### config.mk
export PLATFORM = sky130hd
export DESIGN_NAME = exe_stage_muldiv_flat
export DESIGN_NICKNAME = d
export VERILOG_FILES = /design/src/rtl/exe_stage_muldiv_if.sv /design/src/rtl/exe_stage_muldiv.sv /design/src/flat_wrapper.sv
export SDC_FILE = /design/constraint.sdc
export NUM_CORES = 1
export LEC_CHECK = 0
export ABC_AREA = 1
export CAP_MARGIN = 10
export CORE_ASPECT_RATIO = 0.6
export CORE_MARGIN = 10
export CORE_UTILIZATION = 47
export CTS_BUF_LIST = sky130_fd_sc_hd__clkbuf_8
export DETAILED_ROUTE_END_ITERATION = 16
export PLACE_DENSITY = 0.65
export SYNTH_ARGS = -nofsm -noshare
export SYNTH_HDL_FRONTEND = slang
export SYNTH_SLANG_ARGS = --single-unit
### constraint.sdc
create_clock -name i_sys_clk -period 2.6 [get_ports i_sys_clk]
set_input_delay 0.26 -clock i_sys_clk [delete_from_list [all_inputs] [get_ports i_sys_clk]]
set_output_delay 0.26 -clock i_sys_clk [all_outputs]
set_load 0.05 [all_outputs]
### src/rtl/exe_stage_muldiv_if.sv
// Bus between the ID->EXE pipeline register, the execute stage and the EXE->MEM side.
// master: the upstream/downstream environment; slave: exe_stage_muldiv.
interface exe_stage_muldiv_if #(
  parameter int DATA_W = 32,
  parameter int ADDR_W = 5,
  parameter int CMD_W  = 4
);
  // upstream command, operands and control
  logic              i_valid;
  logic [CMD_W-1:0]  i_Execute_cmd_in;
  logic [DATA_W-1:0] i_value1_in;
  logic [DATA_W-1:0] i_value2_in;
  logic [DATA_W-1:0] i_ST_value;
  logic [ADDR_W-1:0] i_dest_in;
  logic              i_writeback_en_in;
  logic              i_MEM_Rd_en;
  logic              i_MEM_Wr_en;
  logic              i_flush;
  // stall back to the ID->EXE register
  logic              o_stall;
  // registered EXE->MEM results
  logic              o_valid;
  logic [DATA_W-1:0] o_ALU_result;
  logic [DATA_W-1:0] o_ST_value;
  logic [ADDR_W-1:0] o_dest_out;
  logic              o_writeback_en_out;
  logic              o_MEM_Rd_en;
  logic              o_MEM_Wr_en;

  modport master (
    output i_valid, i_Execute_cmd_in, i_value1_in, i_value2_in, i_ST_value,
           i_dest_in, i_writeback_en_in, i_MEM_Rd_en, i_MEM_Wr_en, i_flush,
    input  o_stall, o_valid, o_ALU_result, o_ST_value, o_dest_out,
           o_writeback_en_out, o_MEM_Rd_en, o_MEM_Wr_en
  );

  modport slave (
    input  i_valid, i_Execute_cmd_in, i_value1_in, i_value2_in, i_ST_value,
           i_dest_in, i_writeback_en_in, i_MEM_Rd_en, i_MEM_Wr_en, i_flush,
    output o_stall, o_valid, o_ALU_result, o_ST_value, o_dest_out,
           o_writeback_en_out, o_MEM_Rd_en, o_MEM_Wr_en
  );
endinterface

### src/rtl/exe_stage_muldiv.sv
// Execute stage: single-cycle ALU plus an iterative one-bit-per-clock MUL/DIVU/REMU unit.
// Optional feature macro: EXE_DIV_EN. When defined, DIVU/REMU run on the iterative
// restoring divider; when undefined the divider is not built and cmd 12/13 complete in
// one cycle with result 0.
module exe_stage_muldiv #(
  parameter int DATA_W = 32,
  parameter int ADDR_W = 5,
  parameter int CMD_W  = 4
) (
  input logic               i_sys_clk,
  input logic               i_sys_rst,
  exe_stage_muldiv_if.slave bus
);

  localparam int SH_W  = $clog2(DATA_W);
  localparam int CNT_W = $clog2(DATA_W);

  localparam logic [CMD_W-1:0] CMD_ADD  = CMD_W'(1);
  localparam logic [CMD_W-1:0] CMD_SUB  = CMD_W'(2);
  localparam logic [CMD_W-1:0] CMD_AND  = CMD_W'(3);
  localparam logic [CMD_W-1:0] CMD_OR   = CMD_W'(4);
  localparam logic [CMD_W-1:0] CMD_NOR  = CMD_W'(5);
  localparam logic [CMD_W-1:0] CMD_XOR  = CMD_W'(6);
  localparam logic [CMD_W-1:0] CMD_SLL  = CMD_W'(7);
  localparam logic [CMD_W-1:0] CMD_SRL  = CMD_W'(8);
  localparam logic [CMD_W-1:0] CMD_SRA  = CMD_W'(9);
  localparam logic [CMD_W-1:0] CMD_SLT  = CMD_W'(10);
  localparam logic [CMD_W-1:0] CMD_MUL  = CMD_W'(11);
`ifdef EXE_DIV_EN
  localparam logic [CMD_W-1:0] CMD_DIVU = CMD_W'(12);
  localparam logic [CMD_W-1:0] CMD_REMU = CMD_W'(13);
`endif

  typedef enum logic {IDLE, BUSY} state_t;

  state_t            state_reg;
  logic [CNT_W-1:0]  cnt_reg;
  logic [CMD_W-1:0]  op_cmd_reg;
  // acc: MUL accumulator / DIV partial remainder
  // opa: MUL multiplicand (shifts left) / DIV dividend-then-quotient (shifts left)
  // opb: MUL multiplier (shifts right) / DIV divisor
  logic [DATA_W-1:0] acc_reg, opa_reg, opb_reg;
  logic [DATA_W-1:0] acc_next, opa_next, opb_next;

  // control captured at accept, released with the multi-cycle result
  logic [DATA_W-1:0] hold_st_value_reg;
  logic [ADDR_W-1:0] hold_dest_reg;
  logic              hold_wb_reg, hold_rd_reg, hold_wr_reg;

  // registered EXE->MEM outputs
  logic              valid_reg;
  logic [DATA_W-1:0] result_reg;
  logic [DATA_W-1:0] st_value_reg;
  logic [ADDR_W-1:0] dest_reg;
  logic              wb_reg, rd_reg, wr_reg;

  logic              is_multi;
  logic [DATA_W-1:0] alu_result;
  logic [DATA_W-1:0] done_result;
  logic [SH_W-1:0]   sh_amt;

  assign sh_amt = bus.i_value2_in[SH_W-1:0];

`ifdef EXE_DIV_EN
  assign is_multi = (bus.i_Execute_cmd_in == CMD_MUL) ||
                    (bus.i_Execute_cmd_in == CMD_DIVU) ||
                    (bus.i_Execute_cmd_in == CMD_REMU);
`else
  assign is_multi = (bus.i_Execute_cmd_in == CMD_MUL);
`endif

  // Single-cycle ALU; NOP, unused codes and multi-cycle codes produce 0
  always_comb begin
    alu_result = '0;
    case (bus.i_Execute_cmd_in)
      CMD_ADD: alu_result = bus.i_value1_in + bus.i_value2_in;
      CMD_SUB: alu_result = bus.i_value1_in - bus.i_value2_in;
      CMD_AND: alu_result = bus.i_value1_in & bus.i_value2_in;
      CMD_OR:  alu_result = bus.i_value1_in | bus.i_value2_in;
      CMD_NOR: alu_result = ~(bus.i_value1_in | bus.i_value2_in);
      CMD_XOR: alu_result = bus.i_value1_in ^ bus.i_value2_in;
      CMD_SLL: alu_result = bus.i_value1_in << sh_amt;
      CMD_SRL: alu_result = bus.i_value1_in >> sh_amt;
      CMD_SRA: alu_result = $unsigned($signed(bus.i_value1_in) >>> sh_amt);
      CMD_SLT: alu_result = {{(DATA_W-1){1'b0}},
                             ($signed(bus.i_value1_in) < $signed(bus.i_value2_in))};
      default: alu_result = '0;
    endcase
  end

`ifdef EXE_DIV_EN
  logic [DATA_W:0] rem_shift;
  logic [DATA_W:0] rem_diff;
`endif

  // One iteration of the multi-cycle unit: shift-add multiply or restoring divide
  always_comb begin
    acc_next = acc_reg;
    opa_next = opa_reg;
    opb_next = opb_reg;
`ifdef EXE_DIV_EN
    rem_shift = {acc_reg, opa_reg[DATA_W-1]};
    rem_diff  = rem_shift - {1'b0, opb_reg};
`endif
    if (op_cmd_reg == CMD_MUL) begin
      acc_next = opb_reg[0] ? (acc_reg + opa_reg) : acc_reg;
      opa_next = opa_reg << 1;
      opb_next = opb_reg >> 1;
    end
`ifdef EXE_DIV_EN
    else if (!rem_diff[DATA_W]) begin
      // trial subtraction fits: keep difference, shift in quotient bit 1
      acc_next = rem_diff[DATA_W-1:0];
      opa_next = {opa_reg[DATA_W-2:0], 1'b1};
    end else begin
      // restore: keep shifted remainder, shift in quotient bit 0
      acc_next = rem_shift[DATA_W-1:0];
      opa_next = {opa_reg[DATA_W-2:0], 1'b0};
    end
`endif
  end

  // Final value of the op, taken from the last iteration's next-state values
`ifdef EXE_DIV_EN
  assign done_result = (op_cmd_reg == CMD_DIVU) ? opa_next : acc_next;
`else
  assign done_result = acc_next;
`endif

  // Hold upstream while a multi-cycle op is being accepted or still iterating; a flush releases it
  assign bus.o_stall = !bus.i_flush &&
                       (((state_reg == IDLE) && bus.i_valid && is_multi) ||
                        ((state_reg == BUSY) && (cnt_reg != '0)));

  // FSM, iteration datapath and registered EXE->MEM outputs
  always_ff @(posedge i_sys_clk) begin
    if (i_sys_rst) begin
      state_reg         <= IDLE;
      cnt_reg           <= '0;
      op_cmd_reg        <= '0;
      acc_reg           <= '0;
      opa_reg           <= '0;
      opb_reg           <= '0;
      hold_st_value_reg <= '0;
      hold_dest_reg     <= '0;
      hold_wb_reg       <= 1'b0;
      hold_rd_reg       <= 1'b0;
      hold_wr_reg       <= 1'b0;
      valid_reg         <= 1'b0;
      result_reg        <= '0;
      st_value_reg      <= '0;
      dest_reg          <= '0;
      wb_reg            <= 1'b0;
      rd_reg            <= 1'b0;
      wr_reg            <= 1'b0;
    end else if (bus.i_flush) begin
      // abort any in-flight op and drop the current input; data outputs hold
      state_reg <= IDLE;
      cnt_reg   <= '0;
      valid_reg <= 1'b0;
    end else begin
      case (state_reg)
        IDLE: begin
          if (bus.i_valid && is_multi) begin
            state_reg         <= BUSY;
            cnt_reg           <= CNT_W'(DATA_W-1);
            op_cmd_reg        <= bus.i_Execute_cmd_in;
            acc_reg           <= '0;
            opa_reg           <= bus.i_value1_in;
            opb_reg           <= bus.i_value2_in;
            hold_st_value_reg <= bus.i_ST_value;
            hold_dest_reg     <= bus.i_dest_in;
            hold_wb_reg       <= bus.i_writeback_en_in;
            hold_rd_reg       <= bus.i_MEM_Rd_en;
            hold_wr_reg       <= bus.i_MEM_Wr_en;
            valid_reg         <= 1'b0;
          end else if (bus.i_valid) begin
            valid_reg    <= 1'b1;
            result_reg   <= alu_result;
            st_value_reg <= bus.i_ST_value;
            dest_reg     <= bus.i_dest_in;
            wb_reg       <= bus.i_writeback_en_in;
            rd_reg       <= bus.i_MEM_Rd_en;
            wr_reg       <= bus.i_MEM_Wr_en;
          end else begin
            valid_reg <= 1'b0;
          end
        end
        BUSY: begin
          acc_reg <= acc_next;
          opa_reg <= opa_next;
          opb_reg <= opb_next;
          cnt_reg <= cnt_reg - 1'b1;
          if (cnt_reg == '0) begin
            state_reg    <= IDLE;
            valid_reg    <= 1'b1;
            result_reg   <= done_result;
            st_value_reg <= hold_st_value_reg;
            dest_reg     <= hold_dest_reg;
            wb_reg       <= hold_wb_reg;
            rd_reg       <= hold_rd_reg;
            wr_reg       <= hold_wr_reg;
          end else begin
            valid_reg <= 1'b0;
          end
        end
        default: state_reg <= IDLE;
      endcase
    end
  end

  assign bus.o_valid            = valid_reg;
  assign bus.o_ALU_result       = result_reg;
  assign bus.o_ST_value         = st_value_reg;
  assign bus.o_dest_out         = dest_reg;
  assign bus.o_writeback_en_out = wb_reg;
  assign bus.o_MEM_Rd_en        = rd_reg;
  assign bus.o_MEM_Wr_en        = wr_reg;

endmodule
### src/flat_wrapper.sv
// flat-port wrapper written by rule: the top's interface ports become plain ports
module exe_stage_muldiv_flat 
#(
  parameter int DATA_W = 32,
  parameter int ADDR_W = 5,
  parameter int CMD_W  = 4
)
  (i_sys_clk, i_sys_rst, bus_i_valid, bus_i_Execute_cmd_in, bus_i_value1_in, bus_i_value2_in, bus_i_ST_value, bus_i_dest_in, bus_i_writeback_en_in, bus_i_MEM_Rd_en, bus_i_MEM_Wr_en, bus_i_flush, bus_o_stall, bus_o_valid, bus_o_ALU_result, bus_o_ST_value, bus_o_dest_out, bus_o_writeback_en_out, bus_o_MEM_Rd_en, bus_o_MEM_Wr_en);
  exe_stage_muldiv_if #(.DATA_W(DATA_W), .ADDR_W(ADDR_W), .CMD_W(CMD_W)) bus_i ();
  input logic i_sys_clk;
  input logic i_sys_rst;
  input wire logic [$bits(bus_i.i_valid)-1:0] bus_i_valid;
  input wire logic [$bits(bus_i.i_Execute_cmd_in)-1:0] bus_i_Execute_cmd_in;
  input wire logic [$bits(bus_i.i_value1_in)-1:0] bus_i_value1_in;
  input wire logic [$bits(bus_i.i_value2_in)-1:0] bus_i_value2_in;
  input wire logic [$bits(bus_i.i_ST_value)-1:0] bus_i_ST_value;
  input wire logic [$bits(bus_i.i_dest_in)-1:0] bus_i_dest_in;
  input wire logic [$bits(bus_i.i_writeback_en_in)-1:0] bus_i_writeback_en_in;
  input wire logic [$bits(bus_i.i_MEM_Rd_en)-1:0] bus_i_MEM_Rd_en;
  input wire logic [$bits(bus_i.i_MEM_Wr_en)-1:0] bus_i_MEM_Wr_en;
  input wire logic [$bits(bus_i.i_flush)-1:0] bus_i_flush;
  output wire logic [$bits(bus_i.o_stall)-1:0] bus_o_stall;
  output wire logic [$bits(bus_i.o_valid)-1:0] bus_o_valid;
  output wire logic [$bits(bus_i.o_ALU_result)-1:0] bus_o_ALU_result;
  output wire logic [$bits(bus_i.o_ST_value)-1:0] bus_o_ST_value;
  output wire logic [$bits(bus_i.o_dest_out)-1:0] bus_o_dest_out;
  output wire logic [$bits(bus_i.o_writeback_en_out)-1:0] bus_o_writeback_en_out;
  output wire logic [$bits(bus_i.o_MEM_Rd_en)-1:0] bus_o_MEM_Rd_en;
  output wire logic [$bits(bus_i.o_MEM_Wr_en)-1:0] bus_o_MEM_Wr_en;
  assign bus_i.i_valid = bus_i_valid;
  assign bus_i.i_Execute_cmd_in = bus_i_Execute_cmd_in;
  assign bus_i.i_value1_in = bus_i_value1_in;
  assign bus_i.i_value2_in = bus_i_value2_in;
  assign bus_i.i_ST_value = bus_i_ST_value;
  assign bus_i.i_dest_in = bus_i_dest_in;
  assign bus_i.i_writeback_en_in = bus_i_writeback_en_in;
  assign bus_i.i_MEM_Rd_en = bus_i_MEM_Rd_en;
  assign bus_i.i_MEM_Wr_en = bus_i_MEM_Wr_en;
  assign bus_i.i_flush = bus_i_flush;
  assign bus_o_stall = bus_i.o_stall;
  assign bus_o_valid = bus_i.o_valid;
  assign bus_o_ALU_result = bus_i.o_ALU_result;
  assign bus_o_ST_value = bus_i.o_ST_value;
  assign bus_o_dest_out = bus_i.o_dest_out;
  assign bus_o_writeback_en_out = bus_i.o_writeback_en_out;
  assign bus_o_MEM_Rd_en = bus_i.o_MEM_Rd_en;
  assign bus_o_MEM_Wr_en = bus_i.o_MEM_Wr_en;
  exe_stage_muldiv #(.DATA_W(DATA_W), .ADDR_W(ADDR_W), .CMD_W(CMD_W)) u_core (.i_sys_clk(i_sys_clk), .i_sys_rst(i_sys_rst), .bus(bus_i));
endmodule
==> qor.csv <==
stage;metric;value;unit
sta;holdWs;271.3;ps
finish;n_antenna_cell;0;
synthesis;synth_area_leaders;dfxtp_1 20%, nand2_1 19%, nand3_1 10%;
sta;min_period;2593;ps
worst_setup_path;path_class;in -> reg;
worst_setup_path;r2r_cells;10;
synthesis;synth_nets;4007;
worst_setup_path;worstPathRequired;3070;ps
hold_path;hp-class;in -> reg;
route;drt-initial-drc-count;4612;
floorplanning;core;45270;um2
grt;grt_pass1_wl;166000;um
placement;gp_congestion;1.185;
synthesis;synth_cells;3759;
worst_setup_path;arrival;3070;ps
clock_tree;worstSkewPairLatency;600;ps
synthesis;syn-cell-area;21760;um2
worst_setup_path;endpoint_kind;flip-flop;
finish;instances_no_fill;5018;
clock_tree;clockBufferDepth;3;
route;route.detailed.drc;0;
finish;final_core_util;64.05;%
power_and_ir_drop;power_frac_seq;31.5;%
synthesis;synth_cell_types;48;
synthesis;syn_avg_cell_area;5.790;um2
grt;grt_pass1_vias;26638;
run_status;status;finished, final reports clean;
hold_path;min_path_cells;3;
finish;multi_input_area;14880;um2
hold_path;hold_start;bus_i_ST_value[17];
route;vias_per_cell;5.891;
synthesis;async_flop_share;0;%
worst_setup_path;r2r_start;u_core.opa_reg[12];
synthesis;synth_top_area_share;20.14;%
clock_tree;h-tree-depth;2;
power_and_ir_drop;power.total;11.31;mW
route;via_count;29559;
floorplanning;dieArea;55590;um2
worst_setup_path;rrSetupSlack;40;ps
finish;layout_commonest_cell;nand2_1;
sta;slew_headroom;44.55;%
route;wl_met1;48620;um
power_and_ir_drop;pwr-share-clk;29.2;%
sta;tightestPinTransition;831.8;ps
clock_tree;cts_root_buf;clkbuf_8;
worst_setup_path;start_kind;input port;
grt;grt-ovfl-total;0;
floorplanning;die_h;186.7;um
route;route.met2.wl;42290;um
clock_tree;cts_made_buffers;36;
route;antenna_left;0;
sta;finalCritPeriodShare;99.73;%
floorplanning;io_pins;186;
worst_setup_path;r2r-end;u_core.bus.o_ALU_result[29];
placement;portBuffers;185;
power_and_ir_drop;power.leakage;14.28;nW
floorplanning;rows;60;
sta;hold_viol;0;
route;routedWlPerCell;22.66;um
synthesis;ys.flop_type;dfxtp_1;
placement;place_inst;4953;
route;dr.pass1.iters;8;
clock_tree;clock_sinks;219;
finish;syn2layout_area_growth;33.23;%
synthesis;synth_warnings;0;
power_and_ir_drop;comb_power_share;39.2;%
finish;nFillCells;4242;
floorplanning;initial_core_util;48.08;%
route;dr_wl_met3;19380;um
power_and_ir_drop;power_switching;4.579;mW
job;max_cap_viol_count;0;
sta;fin_skew;32.27;ps
power_and_ir_drop;p_sw_share;40.50;%
power_and_ir_drop;ir_worst_vdd;556.5;uV
route;routed_wl;113700;um
route;routed.top_layer;met5;
synthesis;ys_ff_latch;219;
sta;setup_viol;0;
power_and_ir_drop;p_int;6.727;mW
grt;grt_max_degree;117;
sta;fin_tns_setup;0;ps
finish;area.sequential;4390;um2
grt;grt_antenna_before_repair;1;
hold_path;hold_end;u_core.bus.o_ST_value[17];
finish;layout-drive-gt1-share;17.39;%
grt;track_usage;38.30;%
clock_tree;cts_tree;done;
synthesis;synth_edf_count;0;
finish;nets;4620;
worst_setup_path;crit_fanout;8;
finish;final_cell_mix;1072 x nand2_1, 562 x buf_4, 432 x inv_1, 432 x nand3_1, 374 x nor2_1;
sta;timing.fmax;385.7;MHz
power_and_ir_drop;p_per_area;389.9;nW/um2
clock_tree;post_cts_buffers;0;
floorplanning;die_w;297.8;um
synthesis;yosysTopAreaCell;dfxtp_1;
sta;rsz0062_at_grt;yes;
placement;place_hpwl;92060;um
sta;final_max_slew_viol_count;0;
clock_tree;path_clk_slew;70;ps
synthesis;ys_seq_area_share;20.14;%
[worst max-delay path by stage]
| stage | startpoint | endpoint | slack [ps] | cells after the start |
|---|---|---|---|---|
| 2_1_floorplan | bus_i_value2_in[4] | u_core.bus.o_ALU_result[0] | 290 | 19 |
| 3_3_place_gp | bus_i_value2_in[9] | u_core.bus.o_ALU_result[24] | -640 | 15 |
| 3_5_place_dp | bus_i_value2_in[9] | u_core.bus.o_ALU_result[24] | -680 | 15 |
| 4_1_cts | bus_i_value2_in[0] | u_core.bus.o_ALU_result[0] | 10 | 18 |
| 5_1_grt | u_core.opa_reg[5] | u_core.bus.o_ALU_result[23] | -9 | 14 |
| 6_report | bus_i_value2_in[19] | u_core.bus.o_ALU_result[24] | 7 | 15 |
[cell type report]
class / count / area share (%)
inverter: 444 / 5.761
clock inverter: 22 / 0.4919
timing repair buffer: 771 / 22.61
tap: 620 / 2.675
clock buffer: 42 / 1.994
multi-input combinational: 2900 / 51.32
sequential: 219 / 15.14
[metrics by stage]
step / instance area, um2 / worst slack (ps)
finish: 29000 / 7.005
global route: 29000 / -8.559
CTS: 28860 / 13.68
detailed placement: 28120 / -675.9
global placement: 28120 / -643.2
floorplan: 21760 / 286.4
[repair_timing]
item / CTS / global route
hold buffers: 1 / 0
pin swaps: 0 / 2
hold endpoints to repair: 4 / 0
endpoints found under the setup margin: 3 / 22
gates resized for setup: 2 / 47
[power by group through the flow]
stage,Combinational (mW),Clock (mW),Sequential (mW)
global route,4.65,3.45,3.57
global placement,4.13,0,3.63
finish,4.44,3.30,3.57
floorplan,1.78,0,3.89
CTS,4.20,3.29,3.56
detailed placement,4.18,0,3.63
[cells by family (layout without fill, tap and decap cells)]
kind of cell / Yosys count / count (layout) / synth area share [%]
compound gates: 754 / 754 / 21.06
fa+ha+maj: 136 / 136 / 7.922
flops: 219 / 219 / 20.14
xor+xnor: 16 / 16 / 0.6439
simple gates: 1994 / 1994 / 38.13
buf+inv: 640 / 1279 / 12.10
[critical path: stages]
cell	delay, ps
clkdlybuf4s50_1	560
inv_1	110
ha_1	450
nor2_1	200
inv_1	70
nor3_1	380
nand2_1	260
nor2_1	140
nand2_1	150
nand3_1	130
nand2_1	50
nand3_1	60
nand3_1	70
nand2_1	100
a21oi_1	70
[cell usage after synthesis (35+ instances only)]
master	n
a211oi_1	86
a211oi_2	40
a21oi_1	208
a31oi_1	46
buf_2	74
clkbuf_1	83
dfxtp_1	219
ha_1	133
inv_1	424
nand2_1	1076
nand3_1	434
nand4_1	35
nor2_1	381
o21ai_0	251
[metal layers]
metal	global-route usage, %	vias to the layer above
met3	16.68	197
met2	50.25	2209
met1	54.92	13535
met4	9.657	6
met5	2.641	-
li1	-	13612
Note: power is estimated with default switching activity, not from simulation.
